**src/rtl/vram_arbiter_if.sv**
```systemverilog
// Bus bundle for vram_arbiter: VDP fetch port, CPU req/ack port and the VRAM port.
// slave is the arbiter side; master is the surrounding system (VDP, CPU, RAM).
interface vram_arbiter_if #(
    parameter int unsigned AW = 13
);
    logic          vdp_req;
    logic [AW-1:0] vdp_addr;
    logic [47:0]   vdp_data;
    logic          vdp_overrun;

    logic          cpu_rd;
    logic          cpu_wr;
    logic [AW-1:0] cpu_addr;
    logic [7:0]    cpu_din;
    logic [2:0]    rd_plane;
    logic [5:0]    wr_mask;
    logic [7:0]    cpu_dout;
    logic          cpu_ack;
    logic          cpu_wait;

    logic [AW-1:0] ram_addr;
    logic [5:0]    ram_we;
    logic [7:0]    ram_din;
    logic [47:0]   ram_dout;

    modport slave (
        input  vdp_req, vdp_addr, cpu_rd, cpu_wr, cpu_addr, cpu_din, rd_plane, wr_mask,
               ram_dout,
        output vdp_data, vdp_overrun, cpu_dout, cpu_ack, cpu_wait, ram_addr, ram_we, ram_din
    );

    modport master (
        output vdp_req, vdp_addr, cpu_rd, cpu_wr, cpu_addr, cpu_din, rd_plane, wr_mask,
               ram_dout,
        input  vdp_data, vdp_overrun, cpu_dout, cpu_ack, cpu_wait, ram_addr, ram_we, ram_din
    );
endinterface

```
**src/rtl/vram_arbiter.sv**
```systemverilog
// Arbitrates the single-port 6-plane VRAM between VDP fetches (strict priority) and CPU req/ack.
// Optional power-on clear sweep is enabled by defining VRAM_CLEAR_EN.
module vram_arbiter #(
    parameter int unsigned AW    = 13,
    parameter int unsigned DEPTH = 8192
) (
    input logic           clk,
    input logic           reset,
    vram_arbiter_if.slave bus
);

    typedef enum logic [2:0] {
        StIdle, StVrd, StVlat, StCwr, StCrd, StClat, StCidle, StClr
    } state_e;

`ifdef VRAM_CLEAR_EN
    localparam state_e StReset = StClr;
`else
    localparam state_e StReset = StIdle;
`endif

    if (DEPTH < 1 || DEPTH > (1 << AW)) begin : g_depth_chk
        $error("vram_arbiter: DEPTH must be in 1..2**AW");
    end

    state_e        state_q, state_d;
    logic          vpend_q, vpend_d;
    logic [AW-1:0] vaddr_q, vaddr_d;
    logic          overrun_q, overrun_d;
    logic [47:0]   vdp_data_q, vdp_data_d;
    logic [7:0]    cpu_dout_q, cpu_dout_d;
    logic [AW-1:0] ram_addr_q, ram_addr_d;
    logic [7:0]    ram_din_q, ram_din_d;
    logic [7:0]    rd_byte;
    logic          ack;
    logic [5:0]    we;
    logic          clr_busy;
`ifdef VRAM_CLEAR_EN
    logic [AW-1:0] clr_addr_q, clr_addr_d;
`endif

    always_comb begin
        case (bus.rd_plane)
            3'd1:    rd_byte = bus.ram_dout[7:0];
            3'd2:    rd_byte = bus.ram_dout[15:8];
            3'd3:    rd_byte = bus.ram_dout[23:16];
            3'd4:    rd_byte = bus.ram_dout[31:24];
            3'd5:    rd_byte = bus.ram_dout[39:32];
            3'd6:    rd_byte = bus.ram_dout[47:40];
            default: rd_byte = 8'hFF;
        endcase
    end

    always_comb begin
        state_d    = state_q;
        vpend_d    = vpend_q;
        vaddr_d    = vaddr_q;
        overrun_d  = overrun_q;
        vdp_data_d = vdp_data_q;
        cpu_dout_d = cpu_dout_q;
        ram_addr_d = ram_addr_q;
        ram_din_d  = ram_din_q;
        ack        = 1'b0;
        we         = 6'h00;
`ifdef VRAM_CLEAR_EN
        clr_addr_d = clr_addr_q;
`endif

        case (state_q)
            StIdle, StCidle: begin
                // CIDLE is the CPU's drop-request gap: only the VDP may start here.
                if (vpend_q || bus.vdp_req) begin
                    state_d    = StVrd;
                    ram_addr_d = bus.vdp_req ? bus.vdp_addr : vaddr_q;
                end else if (state_q == StIdle && bus.cpu_wr) begin
                    state_d    = StCwr;
                    ram_addr_d = bus.cpu_addr;
                    ram_din_d  = bus.cpu_din;
                end else if (state_q == StIdle && bus.cpu_rd) begin
                    state_d    = StCrd;
                    ram_addr_d = bus.cpu_addr;
                end else begin
                    state_d = StIdle;
                end
            end
            StVrd: begin
                vpend_d = 1'b0;
                state_d = StVlat;
            end
            StVlat: begin
                vdp_data_d = bus.ram_dout;
                state_d    = StIdle;
            end
            StCwr: begin
                we      = bus.wr_mask;
                ack     = 1'b1;
                state_d = StCidle;
            end
            StCrd: begin
                state_d = StClat;
            end
            StClat: begin
                cpu_dout_d = rd_byte;
                ack        = 1'b1;
                state_d    = StCidle;
            end
`ifdef VRAM_CLEAR_EN
            StClr: begin
                we         = 6'h3F;
                clr_addr_d = clr_addr_q + AW'(1);
                if (clr_addr_q == AW'(DEPTH - 1)) begin
                    state_d = StIdle;
                end
            end
`endif
            default: state_d = StIdle;
        endcase

        // Capture after the state logic so a strobe landing in VRD is not lost by its clear.
        if (bus.vdp_req) begin
            if (vpend_q) begin
                overrun_d = 1'b1;
            end
            vpend_d = 1'b1;
            vaddr_d = bus.vdp_addr;
        end
    end

    always_ff @(posedge clk) begin
        if (reset) begin
            state_q    <= StReset;
            vpend_q    <= 1'b0;
            vaddr_q    <= '0;
            overrun_q  <= 1'b0;
            vdp_data_q <= '0;
            cpu_dout_q <= '0;
            ram_addr_q <= '0;
            ram_din_q  <= '0;
`ifdef VRAM_CLEAR_EN
            clr_addr_q <= '0;
`endif
        end else begin
            state_q    <= state_d;
            vpend_q    <= vpend_d;
            vaddr_q    <= vaddr_d;
            overrun_q  <= overrun_d;
            vdp_data_q <= vdp_data_d;
            cpu_dout_q <= cpu_dout_d;
            ram_addr_q <= ram_addr_d;
            ram_din_q  <= ram_din_d;
`ifdef VRAM_CLEAR_EN
            clr_addr_q <= clr_addr_d;
`endif
        end
    end

    assign clr_busy        = (state_q == StClr);
    assign bus.cpu_ack     = ack;
    assign bus.cpu_wait    = clr_busy | ((bus.cpu_rd | bus.cpu_wr) & ~ack);
    // Read data is live from the RAM in the ack cycle and held afterwards.
    assign bus.cpu_dout    = (state_q == StClat) ? rd_byte : cpu_dout_q;
    assign bus.vdp_data    = vdp_data_q;
    assign bus.vdp_overrun = overrun_q;
    assign bus.ram_we      = we;
`ifdef VRAM_CLEAR_EN
    assign bus.ram_addr    = clr_busy ? clr_addr_q : ram_addr_q;
    assign bus.ram_din     = clr_busy ? 8'h00 : ram_din_q;
`else
    assign bus.ram_addr    = ram_addr_q;
    assign bus.ram_din     = ram_din_q;
`endif

endmodule
```
**src/flat_wrapper.sv**
```systemverilog
// flat-port wrapper written by rule: the top's interface ports become plain ports
module vram_arbiter_flat 
#(
    parameter int unsigned AW    = 13,
    parameter int unsigned DEPTH = 8192
)
  (clk, reset, bus_vdp_req, bus_vdp_addr, bus_cpu_rd, bus_cpu_wr, bus_cpu_addr, bus_cpu_din, bus_rd_plane, bus_wr_mask, bus_ram_dout, bus_vdp_data, bus_vdp_overrun, bus_cpu_dout, bus_cpu_ack, bus_cpu_wait, bus_ram_addr, bus_ram_we, bus_ram_din);
  vram_arbiter_if #(.AW(AW)) bus_i ();
  input logic clk;
  input logic reset;
  input wire logic [$bits(bus_i.vdp_req)-1:0] bus_vdp_req;
  input wire logic [$bits(bus_i.vdp_addr)-1:0] bus_vdp_addr;
  input wire logic [$bits(bus_i.cpu_rd)-1:0] bus_cpu_rd;
  input wire logic [$bits(bus_i.cpu_wr)-1:0] bus_cpu_wr;
  input wire logic [$bits(bus_i.cpu_addr)-1:0] bus_cpu_addr;
  input wire logic [$bits(bus_i.cpu_din)-1:0] bus_cpu_din;
  input wire logic [$bits(bus_i.rd_plane)-1:0] bus_rd_plane;
  input wire logic [$bits(bus_i.wr_mask)-1:0] bus_wr_mask;
  input wire logic [$bits(bus_i.ram_dout)-1:0] bus_ram_dout;
  output wire logic [$bits(bus_i.vdp_data)-1:0] bus_vdp_data;
  output wire logic [$bits(bus_i.vdp_overrun)-1:0] bus_vdp_overrun;
  output wire logic [$bits(bus_i.cpu_dout)-1:0] bus_cpu_dout;
  output wire logic [$bits(bus_i.cpu_ack)-1:0] bus_cpu_ack;
  output wire logic [$bits(bus_i.cpu_wait)-1:0] bus_cpu_wait;
  output wire logic [$bits(bus_i.ram_addr)-1:0] bus_ram_addr;
  output wire logic [$bits(bus_i.ram_we)-1:0] bus_ram_we;
  output wire logic [$bits(bus_i.ram_din)-1:0] bus_ram_din;
  assign bus_i.vdp_req = bus_vdp_req;
  assign bus_i.vdp_addr = bus_vdp_addr;
  assign bus_i.cpu_rd = bus_cpu_rd;
  assign bus_i.cpu_wr = bus_cpu_wr;
  assign bus_i.cpu_addr = bus_cpu_addr;
  assign bus_i.cpu_din = bus_cpu_din;
  assign bus_i.rd_plane = bus_rd_plane;
  assign bus_i.wr_mask = bus_wr_mask;
  assign bus_i.ram_dout = bus_ram_dout;
  assign bus_vdp_data = bus_i.vdp_data;
  assign bus_vdp_overrun = bus_i.vdp_overrun;
  assign bus_cpu_dout = bus_i.cpu_dout;
  assign bus_cpu_ack = bus_i.cpu_ack;
  assign bus_cpu_wait = bus_i.cpu_wait;
  assign bus_ram_addr = bus_i.ram_addr;
  assign bus_ram_we = bus_i.ram_we;
  assign bus_ram_din = bus_i.ram_din;
  vram_arbiter #(.AW(AW), .DEPTH(DEPTH)) u_core (.clk(clk), .reset(reset), .bus(bus_i));
endmodule
```
**config.mk**
```make
export PLATFORM = sky130hd
export DESIGN_NAME = vram_arbiter_flat
export DESIGN_NICKNAME = d
export VERILOG_FILES = /design/src/rtl/vram_arbiter_if.sv /design/src/rtl/vram_arbiter.sv /design/src/flat_wrapper.sv
export SDC_FILE = /design/constraint.sdc
export NUM_CORES = 1
export LEC_CHECK = 0
export ABC_AREA = 0
export ABC_CLOCK_PERIOD_IN_PS = 2100
export CORE_UTILIZATION = 40
export DETAILED_ROUTE_END_ITERATION = 8
export PLACE_DENSITY = 0.82
export SYNTH_ARGS = -nofsm -noshare
export SYNTH_HDL_FRONTEND = slang
export SYNTH_SLANG_ARGS = --single-unit
```
**constraint.sdc**
```tcl
create_clock -name clk -period 2.1 [get_ports clk]
set_clock_uncertainty 0.05 [all_clocks]
set_input_delay 0.42 -clock clk [delete_from_list [all_inputs] [get_ports clk]]
set_output_delay 0.42 -clock clk [all_outputs]
set_load 0.02 [all_outputs]
```
## After elaboration in Yosys (flattened, before gate mapping)

Cells that the tools add are included.

| storage, ports and cells | value |
|---|---|
| bits in registers | 95 |
| input port bits | 96 |
| output and inout bits | 86 |
| word-level logic and storage cells | 51 |

| cells by class | value |
|---|---|
| equal/unequal tests | 13 |
| mux-type cells | 14 |
| bitwise gates (word level) | 5 |
| reductions and logical operators | 11 |

Operators by type and width:

| operator | count |
|---|---|
| $mux 13 | 4 |
| $pmux 8 s6 | 1 |
| $eq 3x3->1 const B | 7 |
| $eq 3x2->1 const B | 4 |
| $pmux 3 s4 | 1 |
| $mux 3 | 3 |
| $mux 8 | 1 |
| $eq 3x1->1 const B | 2 |
| $mux 6 | 1 |
| $reduce_and 2->1 | 2 |
| $reduce_or 2->1 | 2 |
| $logic_not 3->1 | 1 |
| $mux 1 | 3 |
| $reduce_and 3->1 | 1 |
| $reduce_bool 3->1 | 1 |
| $logic_and 1x1->1 | 2 |
| $not 1->1 | 2 |
| $or 1x1->1 | 2 |
| $reduce_bool 2->1 | 1 |
| $and 1x1->1 | 1 |
| $logic_or 1x1->1 | 1 |

## Longest topological paths before layout

| logic depth | value |
|---|---|
| word-level depth | 6 |
| depth in mapped cells | 7 |

## Worst setup path after synthesis

OpenSTA, ideal clock, no wires.

| timing | value |
|---|---|
| kind | input to output |
| start | in bus_rd_plane[1] |
| end | out bus_cpu_dout[6] |
| data arrival time | 1558 ps |
| data required time | 1630 ps |
| slack | 72 ps |
| stages on the path | 6 |
| path buffers | 2 |
| cells stage by stage | buf_2 buf_2 mux2i_1 o22ai_1 a311oi_1 nor2_1 |

| between the ends | value |
|---|---|
| longest elaborated chain between the ends | 3 |
| elaborated cells on any way between the ends | 8 |
| those cells by class | eq/ne (6); mux (2) |

Ends and longest elaborated chain:

| what | RTL line | RTL |
|---|---|---|
| from (decl) | flat_wrapper.sv:17 | `input wire logic [$bits(bus_i.rd_plane)-1:0] bus_rd_plane;` |
| $eq 3x3->1, or another cell as far along | vram_arbiter.sv:43 | `case (bus.rd_plane)` |
| $pmux 8 s6 (*) | vram_arbiter.sv:43 |  |
| $mux 8 (*) | vram_arbiter.sv:161 | `assign bus.cpu_dout = (state_q == StClat) ? rd_byte : cpu_dout_q;` |
| to (decl) | flat_wrapper.sv:22 | `output wire logic [$bits(bus_i.cpu_dout)-1:0] bus_cpu_dout;` |

Mark *: on every way between the ends. The rest lies on a longest branch, timed or not.

## Worst setup path in the final report

| timing | value |
|---|---|
| start | in bus_rd_plane[2] |
| end | out bus_cpu_dout[6] |

The elaborated chain is that of the path after synthesis.

==> results.yml <==
power:
  p_clk_share_pct: 31.7
  intPower_mw: 3.498
  netSwitchingFraction_pct: 28.80
  p_leak_nw: 2.908
  power.switching_mw: 1.415
  p_per_area_mw_per_mm2: 689.2
  power_frac_seq_pct: 40.6
  p_comb_share_pct: 27.7
  peakVddDrop_mv: 0.3947
worst_setup_path:
  path_class: "input pin to output pin"
  r2r_start: "u_core.state_q[2]"
  startpoint_type: "input pin"
  cp_slowest_stage_delay_ns: 0.25
  worstPathArrival_ns: 1.73
  crit_family: "buffers and inverters"
  crit_chain: "buf_6 > buf_6 > buf_6 > mux2i_2 > o22ai_2 > a311oi_2 > buf_4 > nor2_2 > buf_6"
  worstPathRequired_ns: 1.63
  critPathBufInv: 5
  end_kind: "output pin"
  worstPathMaxFanout: 6
  startpoint: "bus_rd_plane[2]"
  crit_top_cell: "buf_6"
  cp_slowest_cell: "mux2i_2"
detailed_routing:
  dr.pass1.iters: 5
  drtAntennaViolNets: 0
  finalWirelength_um: 14950
  drcViolationCount: 0
  via_per_inst: 5.414
  wl_per_cell_um: 17.16
  vias: 4716
  drtIter0Drc: 209
layout:
  area_growth_syn_to_layout_pct: 64.56
  drive_gt1_share_pct: 20.00
  design_area_mm2: 0.007128
  n_antenna_cell: 0
  final_common_cell: "clkdlybuf4s50_1"
  layout_common_cells: "clkdlybuf4s50_1 (131), nand2_1 (98), dfxtp_1 (93)"
  nNetsFinal: 826
  fillers: 818
clock_network:
  cts.sinks: 95
  cts_inserted_buffers: 9
  cts_tree: "built"
  root_buffer: "clkbuf_8"
  clkTransAtPathRegs_ns: 0.10
  clk_latency_ns: 0.37
  h-tree-depth: 3
  cts_buffer_depth: 2
  hold_buffers: 0
timing:
  finalHoldViolCount: 0
  drv_slew: 0
  setup_tns_ns: -0.2313
  setup_violations: 6
  setup_ws_ns: -0.1004
  rsz0062_at_grt: "yes"
  fin_crit_sh_pct: 104.8
  maxSlewHeadroom_pct: 64.96
  period_minus_slack_ns: 2.200
  worstMarginPinSlew_ns: 0.5257
  max_freq_mhz: 454.5
global_routing:
  antenna_found_initial: 0
  grt_usage_pct: 25.85
  grt_overflow: 0
  grt_pass1_wl_um: 22900
  grt_max_degree: 49
  grt_pass1_vias: 4545
logic_synthesis:
  async_flop_share_pct: 0
  synth_edf_count: 0
  synth_area_mm2: 0.004332
  ys_seq_elements: 95
  synth_area_leaders: "dfxtp_1 (44%), mux2i_1 (12%), nand2_1 (8.5%), a21oi_1 (7.7%), nor2_1 (5.3%)"
  yosys_warnings: 0
  synth_top_area_share_pct: 43.91
  synth_seq_area_share_pct: 43.91
  avgSynthCellArea_um2: 8.235
  yosys_most_used_dff: "dfxtp_1"
  ys_types: 42
  netlist_instances: 526
  synth_fp_nets: 622
  synth_area_leader_cell: "dfxtp_1"
placement:
  place_hpwl_um: 10120
  numPortBuffers: 181
  gp_congestion: 0.8526
  placed_area_mm2: 0.006470
floorplan:
  start_util_pct: 41.59
  rows: 37
  die_x_um: 106.1
  dieArea_mm2: 0.01125
  core_mm2: 0.01042
  pin_count: 182
  die_h_um: 106.1
min_path:
  hold_path.class: "input pin to flip-flop"
  min_from: "bus_vdp_req"
job:
  maxCapViolations: 0
outcome:
  violations: "setup timing"
  status: "finished, violations left"
-- logic make-up after synthesis --
| kind of cell | count (synthesis) | synth area share [%] |
|---|---|---|
| AO/OA/AOI/OAI | 113 | 16.55 |
| multiplexers | 53 | 12.28 |
| AND/OR/NAND/NOR | 211 | 21.09 |
| flip-flops | 95 | 43.91 |
| buffers and inverters | 52 | 5.777 |
| XOR/XNOR | 2 | 0.4045 |
-- sequential cells by signal, summed over array words and instances, names as in the netlist --
register                count
u_core.bus.vdp_data        48
u_core.state_q              3
u_core.cpu_dout_q           8
u_core.vaddr_q             13
u_core.vpend_q              1
u_core.bus.ram_din          8
u_core.bus.vdp_overrun      1
u_core.bus.ram_addr        13
-- worst min-delay path: cells and delay by family --
family / cells / cell delay, ns
AOI/OAI and AO/OA: 1 / 0.05
and+or+nand+nor: 1 / 0.07
buffers and inverters: 1 / 0.14
-- Yosys cell counts (7+ instances only) --
cell / n
nor2_1: 61
o22ai_1: 8
nand2_1: 98
nor3_1: 14
nor2b_1: 13
a21oi_1: 67
dfxtp_1: 95
o21ai_1: 8
o41ai_2: 7
clkbuf_1: 20
buf_2: 17
mux2i_1: 52
-- power by group through the flow --
stage / Sequential (mW) / Combinational [mW] / Clock [mW]
after floorplan: 2.14 / 0.539 / 0
after detailed placement: 2.03 / 1.24 / 0
final: 1.99 / 1.36 / 1.56
after global routing: 2.01 / 1.45 / 1.65
after global placement: 2.02 / 1.22 / 0
after CTS: 1.99 / 1.30 / 1.58
-- through the flow --
step / setup WS, ns / power, mW / hold slack, ns / utilization [%] / cells
after global placement: -0.9124 / 3.245 / 0.3916 / 62.11 / 841
after global routing: -0.1543 / 5.107 / 0.3253 / 68.43 / 871
after CTS: -0.05221 / 4.874 / 0.2879 / 66.98 / 865
after floorplan: 0.07219 / 2.675 / 0.4101 / - / 526
after detailed placement: -0.9295 / 3.276 / 0.3956 / 62.11 / 841
final: -0.1004 / 4.913 / 0.3007 / 68.43 / 871
-- what timing repair did --
item | 4_1_cts | 5_1_grt
gates resized for setup | 158 | 31
setup endpoints to repair | 16 | 15
setup buffers | 6 | 7
pin swaps | 17 | 9
gates cloned | 2 | 0
-- cell type report --
cell class | count | area, um^2 | share of cell area, %
tap | 136 | 170.2 | 2.387
inverter | 7 | 26.28 | 0.3686
clock buffer | 9 | 123.9 | 1.738
sequential | 95 | 1904 | 26.72
timing repair buffer | 238 | 2310 | 32.40
clock inverter | 7 | 135.1 | 1.896
multi-input combinational | 379 | 2459 | 34.49
-- final timing paths --
kind / end / slack [ns] / cells after the start
worst max register to register: u_core.bus.ram_addr[6] / 0.36 / 7
worst min register to register: u_core.bus.vdp_data[31] / 0.41 / 2
worst max-delay path: bus_cpu_dout[6] / -0.10 / 9
worst min-delay path: u_core.vpend_q / 0.30 / 3
-- metal layers --
| layer | wire (um) | share of wire (%) | global-route usage (%) | up-vias |
|---|---|---|---|---|
| met5 | 0 | 0 | 0 | - |
| met4 | 531 | 3.6 | 11.51 | 0 |
| met3 | 1380 | 9.2 | 6.928 | 38 |
| met2 | 7345 | 49 | 44.63 | 259 |
| met1 | 5692 | 38 | 29.89 | 2224 |
| li1 | - | - | - | 2195 |
No activity file was read; power rests on OpenSTA's default activity.
